<file path="config.mk">
export PLATFORM = sky130hd
export DESIGN_NAME = bv_frob_iter
export DESIGN_NICKNAME = d
export VERILOG_FILES = /design/src/rtl/aes128_package.sv /design/src/rtl/bv_coef_rot.sv /design/src/rtl/bv_frob_iter.sv
export SDC_FILE = /design/constraint.sdc
export NUM_CORES = 1
export LEC_CHECK = 0
export ABC_AREA = 1
export BUFFER_PORTS_ARGS = -buffer_cell sky130_fd_sc_hd__buf_2
export CAP_MARGIN = 20
export CORE_MARGIN = 2
export CORE_UTILIZATION = 40
export DETAILED_ROUTE_END_ITERATION = 8
export PLACE_DENSITY_LB_ADDON = 0.1
export SKIP_LAST_GASP = 1
export SLEW_MARGIN = 20
export SYNTH_ARGS = -nofsm -noshare
export SYNTH_HDL_FRONTEND = slang
export SYNTH_SLANG_ARGS = --single-unit
</file>
<file path="constraint.sdc">
create_clock -name in_clock -period 2.2 [get_ports in_clock]
set_clock_uncertainty 0.1 [all_clocks]
set_input_delay 0.22 -clock in_clock [delete_from_list [all_inputs] [get_ports in_clock]]
set_output_delay 0.22 -clock in_clock [all_outputs]
set_load 0.05 [all_outputs]
</file>
<file path="src/rtl/aes128_package.sv">
// Shared types for the masked AES S-box datapath, including the Frobenius power unit.
package aes128_package;

  typedef logic [1:0] bv2_t;
  typedef logic [3:0] bv4_t;

  localparam int FROB_COEF_W     = 2;
  localparam int FROB_NUM_COEF   = 2;
  localparam int FROB_NUM_SHARES = 2;

  typedef enum logic [1:0] {
    IDLE = 2'd0,
    ROT  = 2'd1,
    HOLD = 2'd2
  } frob_state_t;

  // Exponent width is max(1, clog2(num_coef)) so a 2-coefficient element still gets one bit.
  function automatic int frob_exp_w(input int num_coef);
    return (num_coef > 2) ? $clog2(num_coef) : 1;
  endfunction

endpackage

</file>
<file path="src/rtl/bv_coef_rot.sv">
// Single-step cyclic rotation of one share: coefficient i moves to slot (i+1) mod NUM_COEF.
module bv_coef_rot
  import aes128_package::*;
#(
  parameter int COEF_W   = FROB_COEF_W,
  parameter int NUM_COEF = FROB_NUM_COEF
) (
  input  logic [NUM_COEF*COEF_W-1:0] in_v,
  output logic [NUM_COEF*COEF_W-1:0] out_v
);

  assign out_v = {in_v[(NUM_COEF-1)*COEF_W-1:0], in_v[NUM_COEF*COEF_W-1 -: COEF_W]};

endmodule

</file>
<file path="src/rtl/bv_frob_iter.sv">
// Iterative share-wise Frobenius power a^(q^e): one coefficient rotation per cycle.
// Optional macro FROB_REFRESH_EN adds in_random and remasks shares 0 and NUM_SHARES-1 on load.
module bv_frob_iter
  import aes128_package::*;
#(
  parameter  int NUM_SHARES = FROB_NUM_SHARES,
  parameter  int COEF_W     = FROB_COEF_W,
  parameter  int NUM_COEF   = FROB_NUM_COEF,
  localparam int ELEM_W     = NUM_COEF * COEF_W,
  localparam int EXP_W      = frob_exp_w(NUM_COEF)
) (
  input  logic                               in_clock,
  input  logic                               in_reset_n,
  input  logic                               in_valid,
  output logic                               out_ready,
  input  logic [NUM_SHARES-1:0][ELEM_W-1:0]  in_a,
  input  logic [EXP_W-1:0]                   in_exp,
`ifdef FROB_REFRESH_EN
  input  logic [ELEM_W-1:0]                  in_random,
`endif
  output logic                               out_valid,
  input  logic                               in_ready,
  output logic [NUM_SHARES-1:0][ELEM_W-1:0]  out_b
);

  if (NUM_COEF < 2) begin : g_bad_num_coef
    $error("bv_frob_iter: NUM_COEF must be at least 2");
  end

`ifdef FROB_REFRESH_EN
  if (NUM_SHARES < 2) begin : g_bad_num_shares
    $error("bv_frob_iter: FROB_REFRESH_EN needs at least 2 shares");
  end
`endif

  frob_state_t                       state_q, state_d;
  logic [EXP_W-1:0]                  cnt_q, cnt_d;
  logic [NUM_SHARES-1:0][ELEM_W-1:0] data_q, data_d;
  logic                              valid_q, valid_d;
  logic                              ready_q, ready_d;

  logic [NUM_SHARES-1:0][ELEM_W-1:0] load_v;
  logic [NUM_SHARES-1:0][ELEM_W-1:0] rot_v;
  logic [EXP_W-1:0]                  exp_red;

  // Power-of-two NUM_COEF already fits in_exp exactly; otherwise reduce by the constant modulus.
  if ((NUM_COEF & (NUM_COEF - 1)) == 0) begin : g_exp_pow2
    assign exp_red = in_exp;
  end else begin : g_exp_mod
    localparam logic [EXP_W-1:0] NUM_COEF_E = EXP_W'(NUM_COEF);
    assign exp_red = in_exp % NUM_COEF_E;
  end

  for (genvar s = 0; s < NUM_SHARES; s++) begin : g_share
`ifdef FROB_REFRESH_EN
    if (s == 0 || s == NUM_SHARES - 1) begin : g_refresh
      assign load_v[s] = in_a[s] ^ in_random;
    end else begin : g_plain
      assign load_v[s] = in_a[s];
    end
`else
    assign load_v[s] = in_a[s];
`endif

    bv_coef_rot #(
      .COEF_W   (COEF_W),
      .NUM_COEF (NUM_COEF)
    ) u_rot (
      .in_v  (data_q[s]),
      .out_v (rot_v[s])
    );
  end

  always_comb begin
    state_d = state_q;
    cnt_d   = cnt_q;
    data_d  = data_q;
    case (state_q)
      IDLE: begin
        if (in_valid) begin
          data_d  = load_v;
          cnt_d   = exp_red;
          state_d = (exp_red != '0) ? ROT : HOLD;
        end
      end
      ROT: begin
        data_d = rot_v;
        cnt_d  = cnt_q - EXP_W'(1);
        if (cnt_q == EXP_W'(1)) begin
          state_d = HOLD;
        end
      end
      HOLD: begin
        if (in_ready) begin
          state_d = IDLE;
        end
      end
      default: state_d = IDLE;
    endcase
  end

  // Handshake flags are registered from the next state so every output comes from a flop.
  assign valid_d = (state_d == HOLD);
  assign ready_d = (state_d == IDLE);

  always_ff @(posedge in_clock or negedge in_reset_n) begin
    if (!in_reset_n) begin
      state_q <= IDLE;
      cnt_q   <= '0;
      data_q  <= '0;
      valid_q <= 1'b0;
      ready_q <= 1'b1;
    end else begin
      state_q <= state_d;
      cnt_q   <= cnt_d;
      data_q  <= data_d;
      valid_q <= valid_d;
      ready_q <= ready_d;
    end
  end

  assign out_b     = data_q;
  assign out_valid = valid_q;
  assign out_ready = ready_q;

endmodule

</file>
* Yosys cells after proc, flatten, opt, wreduce, memory -nomap -nowiden
Cells that the tools add are included.
** Operators by class
- Eq/ne operators :: 4
- Reduce and logical (&&, ||, !) cells :: 4
- Multiplexer cells :: 9
- Add/sub/neg operators :: 1
** Operators by type and width (number)
- 8-bit one-hot mux with 2 select lines :: 1
- 2-bit 2-to-1 mux :: 4
- 8-bit 2-to-1 mux :: 1
- 2-bit one-hot mux with 3 select lines :: 1
- 2-bit equality test (second input constant) :: 2
- 2-bit zero test :: 2
- 2-bit by 1-bit equality test with 1-bit output (second input constant) :: 1
- 2-bit inequality test (second input constant) :: 1
- 1-bit one-hot mux with 2 select lines :: 1
- 2-bit AND reduction :: 1
- 2-bit nonzero test :: 1
- 1-bit 2-to-1 mux :: 1
- 1-bit subtractor (second input constant) :: 1
** Storage, ports and cells
- Output and inout bits :: 10
- Logic and storage cells :: 24
- Flip-flop bits (word level) :: 13
- Input port bits :: 13

* Logic depth before layout (Yosys ltp)
- Depth in word-level cells :: 4
- Gate-level depth with buffers :: 6
- Gate-level depth less buffers :: 6

* Cells and area by module
From an unflattened synthesis, not the netlist that was laid out.
** Unflattened totals
- Cell total of the unflattened synthesis :: 89
- Area, all modules :: 665.6 µm²
** Modules (own cells, without submodules)
- bv_frob_iter :: instances 1, seq. area each 326.6 µm², area each 605.6 µm², cells each 81
- bv_coef_rot :: instances 2, seq. area each 0.0 µm², area each 30.0 µm², cells each 4

* Least setup slack after synthesis
Ideal clock, no wire load.
- Kind :: register to register
- From :: register state_q[0]
- To :: register data_q, in the netlist out_b[0]
- Setup time :: 118 ps
- Slack :: 1047 ps
- Arrival time :: 935 ps
- Clock period less this slack :: 1153 ps
- Required time :: 1982 ps
- Buffers on the path :: 0
- Stages on the path, launching flop included :: 5
- Path through :: dfrtp_1 o21ai_2 inv_2 nand2_1 nand2_1
** Between the ends
- Cells in the longest elaborated chain, start to end :: 3
- Elaborated cells on any way between the ends :: 6
- Those cells by class :: eq/ne: 2; mux: 1; reduce/logical: 3
** Ends and longest elaborated chain
- from (decl) :: line bv_frob_iter.sv:36 : frob_state_t state_q, state_d;
- from (signal assigned) :: line bv_frob_iter.sv:114 : state_q <= state_d;
- 2-bit by 1-bit equality test with 1-bit output or 2-bit zero test (tied branches) :: line bv_frob_iter.sv:78 : case (state_q)
- 2-bit nonzero test (no source line) or 2-bit inequality test (tied branches)
- 2-bit AND reduction (no source line)
- to (signal assigned) :: line bv_frob_iter.sv:116 : data_q <= data_d;
- to (decl) :: line bv_frob_iter.sv:38 : logic [NUM_SHARES-1:0][ELEM_W-1:0] data_q, data_d;
Parallel ways exist; a longest one is shown, timed or not.
A chain may end at the register's enable or synchronous reset.

* Final worst setup path
- From :: register ready_q, in the netlist out_ready
- To :: output port out_ready
** RTL lines
- from (decl) :: line bv_frob_iter.sv:40 : logic ready_q, ready_d;
- from (signal assigned) :: line bv_frob_iter.sv:118 : ready_q <= ready_d;
- to (decl) :: line bv_frob_iter.sv:15 : output logic out_ready,
No word-level cell between the ends.

==> results.md <==
- After routing the design area is 772 µm².
- The peak fanout along the critical path is 1.
- The final-layout worst hold slack is 0.128 ns.
- The worst ir drop on vdd is 0.000658 V.
- The CTS tree is built.
- The sum of met2 wire segment lengths after detailed routing is 578 µm.
- The worst setup path is captured at a primary output.
- For the pin with the worst max-slew slack, the measured transition is 0.427 ns.
- The met3 wirelength from detailed routing is 83 µm.
- The arrival time of the worst setup path is 1.03 ns.
- The kind of launch point of the worst setup path is a flip-flop.
- The worst-case clock buffer depth is 2.
- Internal power comes to 0.604 mW.
- The detailed-route wire length on metal 1 is 575 µm.
- The final-stage net count is 122.
- The die outline area is 1840 µm².
- After clock tree synthesis, the clock-pin slew on the worst setup and hold paths is 0.07 ns.
- The layout has 141 filler cells.
- Setup violations remaining at the end of the flow were counted as 0.
- The initial core utilization is 41.7%.
- The category of cells accounting for the largest share of critical-path delay is flip-flops.
- The count of buffering cells on the critical path with inverters included is 1.
- The global-route usage over all layers is 16.5%.
- Compared with the post-synthesis result, the final layout area differs by 27.5%.
- The floorplan die height is 42.9 µm.
- The share of power burned in registers is 33.7%.
- On the worst path, the slowest cell contributes a delay of 0.51 ns.
- The clock insertion delay at the later pin of the skew report is 0.27 ns.
- In the finished design, the share of the clock period the worst path needs comes to 61.5%.
- Summed over all cells, the static leakage comes to 0.465 nW.
- Entering global routing, the biggest net connects 14 pins.
- The power density over the cells is 1710 nW/µm².
- The number of DRC violations after detailed-routing iteration 0 is 15.
- For this design the top-level I/O count stands at 23.
- The layout cell share with drive strength beyond 1 is 26.9%.
- The launching point of the worst reg2reg path is state_q[0]$_DFF_PN0_.
- Measured in cells, the most critical reg-to-reg path has a length of 4.
- The Yosys step of the flow raised 0 warnings.
- The aggregate negative setup slack is 0 ns.
- The final worst-path setup slack is 0.846 ns.
- The synthesized net count is 94.
- Measured against its own limit, the worst slew margin works out to 71.5%.
- The slowest stage of the critical path belongs to the cell sky130_fd_sc_hd__dfstp_2.
- The remaining number of nets flagged by the antenna check after routing is 0.
- The quantity of I/O buffers inserted on ports is 22.
- The synthesized design contains 13 register bits.
- By startpoint and endpoint, the worst setup path is classified as flip-flop to primary output.
- For this block, the via count after detailed routing is 569.
- Buffers added to address setup during post-CTS repair amount to 0.
- The half-perimeter wire length of the detailed placement result is 899 µm.
- The number of vias per cell is 4.59.
- The start point of the critical path is out_ready$_DFF_PN1_.
- The run finished with clean final reports.
- The floorplan core area is 1450 µm².
- The proportion of power drawn by combinational gates is 55.5%.
- The endpoint of the lowest-slack register-to-register path is out_b[2]$_DFFE_PN0P_.
- Across all register-to-register paths, the minimum setup slack is 0.87 ns.
- The count of endpoints failing hold in the final timing report came to 0.
- The total standard cell area after synthesis is 606 µm².
- The total chip power is 1.32 mW.
- The row count is 14.
- For this block, the routed nets add up to 1.26 mm of wire.
- The number of clock buffers added by TritonCTS is 3.
- The switching fraction of total power is 54.3%.
- The most critical setup path has its endpoint at out_ready.
- The buffer type at the clock tree root is sky130_fd_sc_hd__clkbuf_4.
- In this run the number of cells on the critical path is 1.
- The top metal layer carrying routed signals is met4.
- The instance area at placement is 736 µm².
- The pre-antenna-repair detailed-routing pass consisted of 4 iterations.
- The relative contribution of the clock network to total power is 10.8%.
- For this run the aggregate overflow at the end of global routing stands at 0.
- At the worst endpoint, the required time is 1.88 ns.
- The global-route wire length before repair is 2.12 mm.
- The level count of the clock H-tree is 1.
- Walking the worst path, the cells encountered are buf_2.
- For this run, design rule violations remaining after detail routing come to 0.
- At the end of routability-driven placement, the weighted congestion stood at 0.716.
- The count of final max-slew check failures was 0.
- The die is 42.9 µm wide.
- The classification of the worst-slack hold path is primary input to flip-flop.
- The number of antenna violations at the first check in global routing is 0.
- The via count of the first global-routing pass was 492.
- Setup repair after global routing left no endpoint under its margin.
- For this design, the sink count on the clock tree is 13.
- The sequential cell area fraction in the yosys report is 53.9%.
- The worst slack at placement is 0.879 ns.
- The worst path in the final design needs a cycle of 1.35 ns, including I/O delays and setup.
- 0 antenna diodes ended up in the layout.
- The analysis attributes to net switching a power of 0.719 mW.
- The number of distinct library cells after synthesis is 10.
- Max-cap violations in this run came to 0.
- The per-cell routed wire length is 10.2 µm.
- The mean post-synth cell area is 7.48 µm².
- The highest clock frequency the design can meet is 739 MHz.
- Counting every instance in the synthesized netlist gives 81.
metal layers:
layer / GRT usage [%] / vias up
li1: - / 304
met1: 20.2 / 245
met2: 23.6 / 15
met3: 7.66 / 5
met4: 9.38 / 0
met5: 0 / -
cell usage after synthesis:
cell | number | area, µm²
sky130_fd_sc_hd__nand3_1 | 6 | 30.0
sky130_fd_sc_hd__nand2_1 | 52 | 195
sky130_fd_sc_hd__nand3b_1 | 1 | 7.51
sky130_fd_sc_hd__dfstp_2 | 1 | 26.3
sky130_fd_sc_hd__dfrtp_1 | 12 | 300
sky130_fd_sc_hd__nor2_1 | 2 | 7.51
sky130_fd_sc_hd__inv_2 | 1 | 3.75
sky130_fd_sc_hd__inv_1 | 4 | 15.0
sky130_fd_sc_hd__nor2_4 | 1 | 11.3
sky130_fd_sc_hd__o21ai_2 | 1 | 8.76
how the worst min path moves through the flow:
stage	slack [ns]	end	depth (start not counted)	from
final	0.13	out_b[4]$_DFFE_PN0P_	5	in_a[4]
after CTS	0.12	out_b[4]$_DFFE_PN0P_	5	in_a[4]
after global placement	0.02	out_b[5]$_DFFE_PN0P_	1	in_reset_n
after global routing	0.14	out_b[6]$_DFFE_PN0P_	5	in_a[6]
after floorplan	-0.18	cnt_q$_DFFE_PN0P_	0	in_reset_n
after detailed placement	0.02	out_b[5]$_DFFE_PN0P_	1	in_reset_n
sequential cells by signal (all words and copies together) (netlist names):
signal,flops
out_ready,1
state_q,2
out_b,8
out_valid,1
cnt_q,1
cells in the final DEF (no fill, tap or decap), types with 2 or more instances in the layout:
cell | netlist | final
sky130_fd_sc_hd__dfrtp_1 | 12 | 12
sky130_fd_sc_hd__nand3_1 | 6 | 6
sky130_fd_sc_hd__nor2_1 | 2 | 2
sky130_fd_sc_hd__buf_2 | 0 | 22
sky130_fd_sc_hd__nand2_1 | 52 | 52
sky130_fd_sc_hd__inv_1 | 4 | 4
sky130_fd_sc_hd__clkbuf_4 | 0 | 3
kinds of logic after synthesis:
group,count (synthesis),share of synthesized area (%)
simple gates,62,41.5
buf+inv,5,3.10
flops,13,53.9
compound gates,1,1.45
stage by stage:
stage,util (%),instances
detailed placement,50.6,119
finish,53.1,124
floorplan,-,81
CTS,53.1,124
global route,53.1,124
global placement,50.6,119
power by group through the flow:
| stage | logic, mW | clock network [mW] | registers, mW |
|---|---|---|---|
| 6_report | 0.734 | 0.143 | 0.446 |
| 5_1_grt | 0.802 | 0.167 | 0.465 |
| 4_1_cts | 0.743 | 0.150 | 0.445 |
| 3_5_place_dp | 0.739 | 0 | 0.449 |
| 3_3_place_gp | 0.735 | 0 | 0.450 |
| 2_1_floorplan | 0.260 | 0 | 0.753 |
layout make-up:
| class | instances | area (µm²) | area share (%) |
|---|---|---|---|
| Sequential cell | 13 | 327 | 42.3 |
| Multi-Input combinational cell | 63 | 260 | 33.7 |
| Timing Repair Buffer | 23 | 120 | 15.6 |
| Clock buffer | 4 | 26.3 | 3.40 |
| Tap cell | 16 | 20.0 | 2.59 |
| Inverter | 5 | 18.8 | 2.43 |
repair_timing:
action | in CTS | in global routing
hold endpoints to repair | 13 | 0
resized for setup | 0 | 0
hold buffers | 1 | 0
Power figures use the tool's default switching activity.
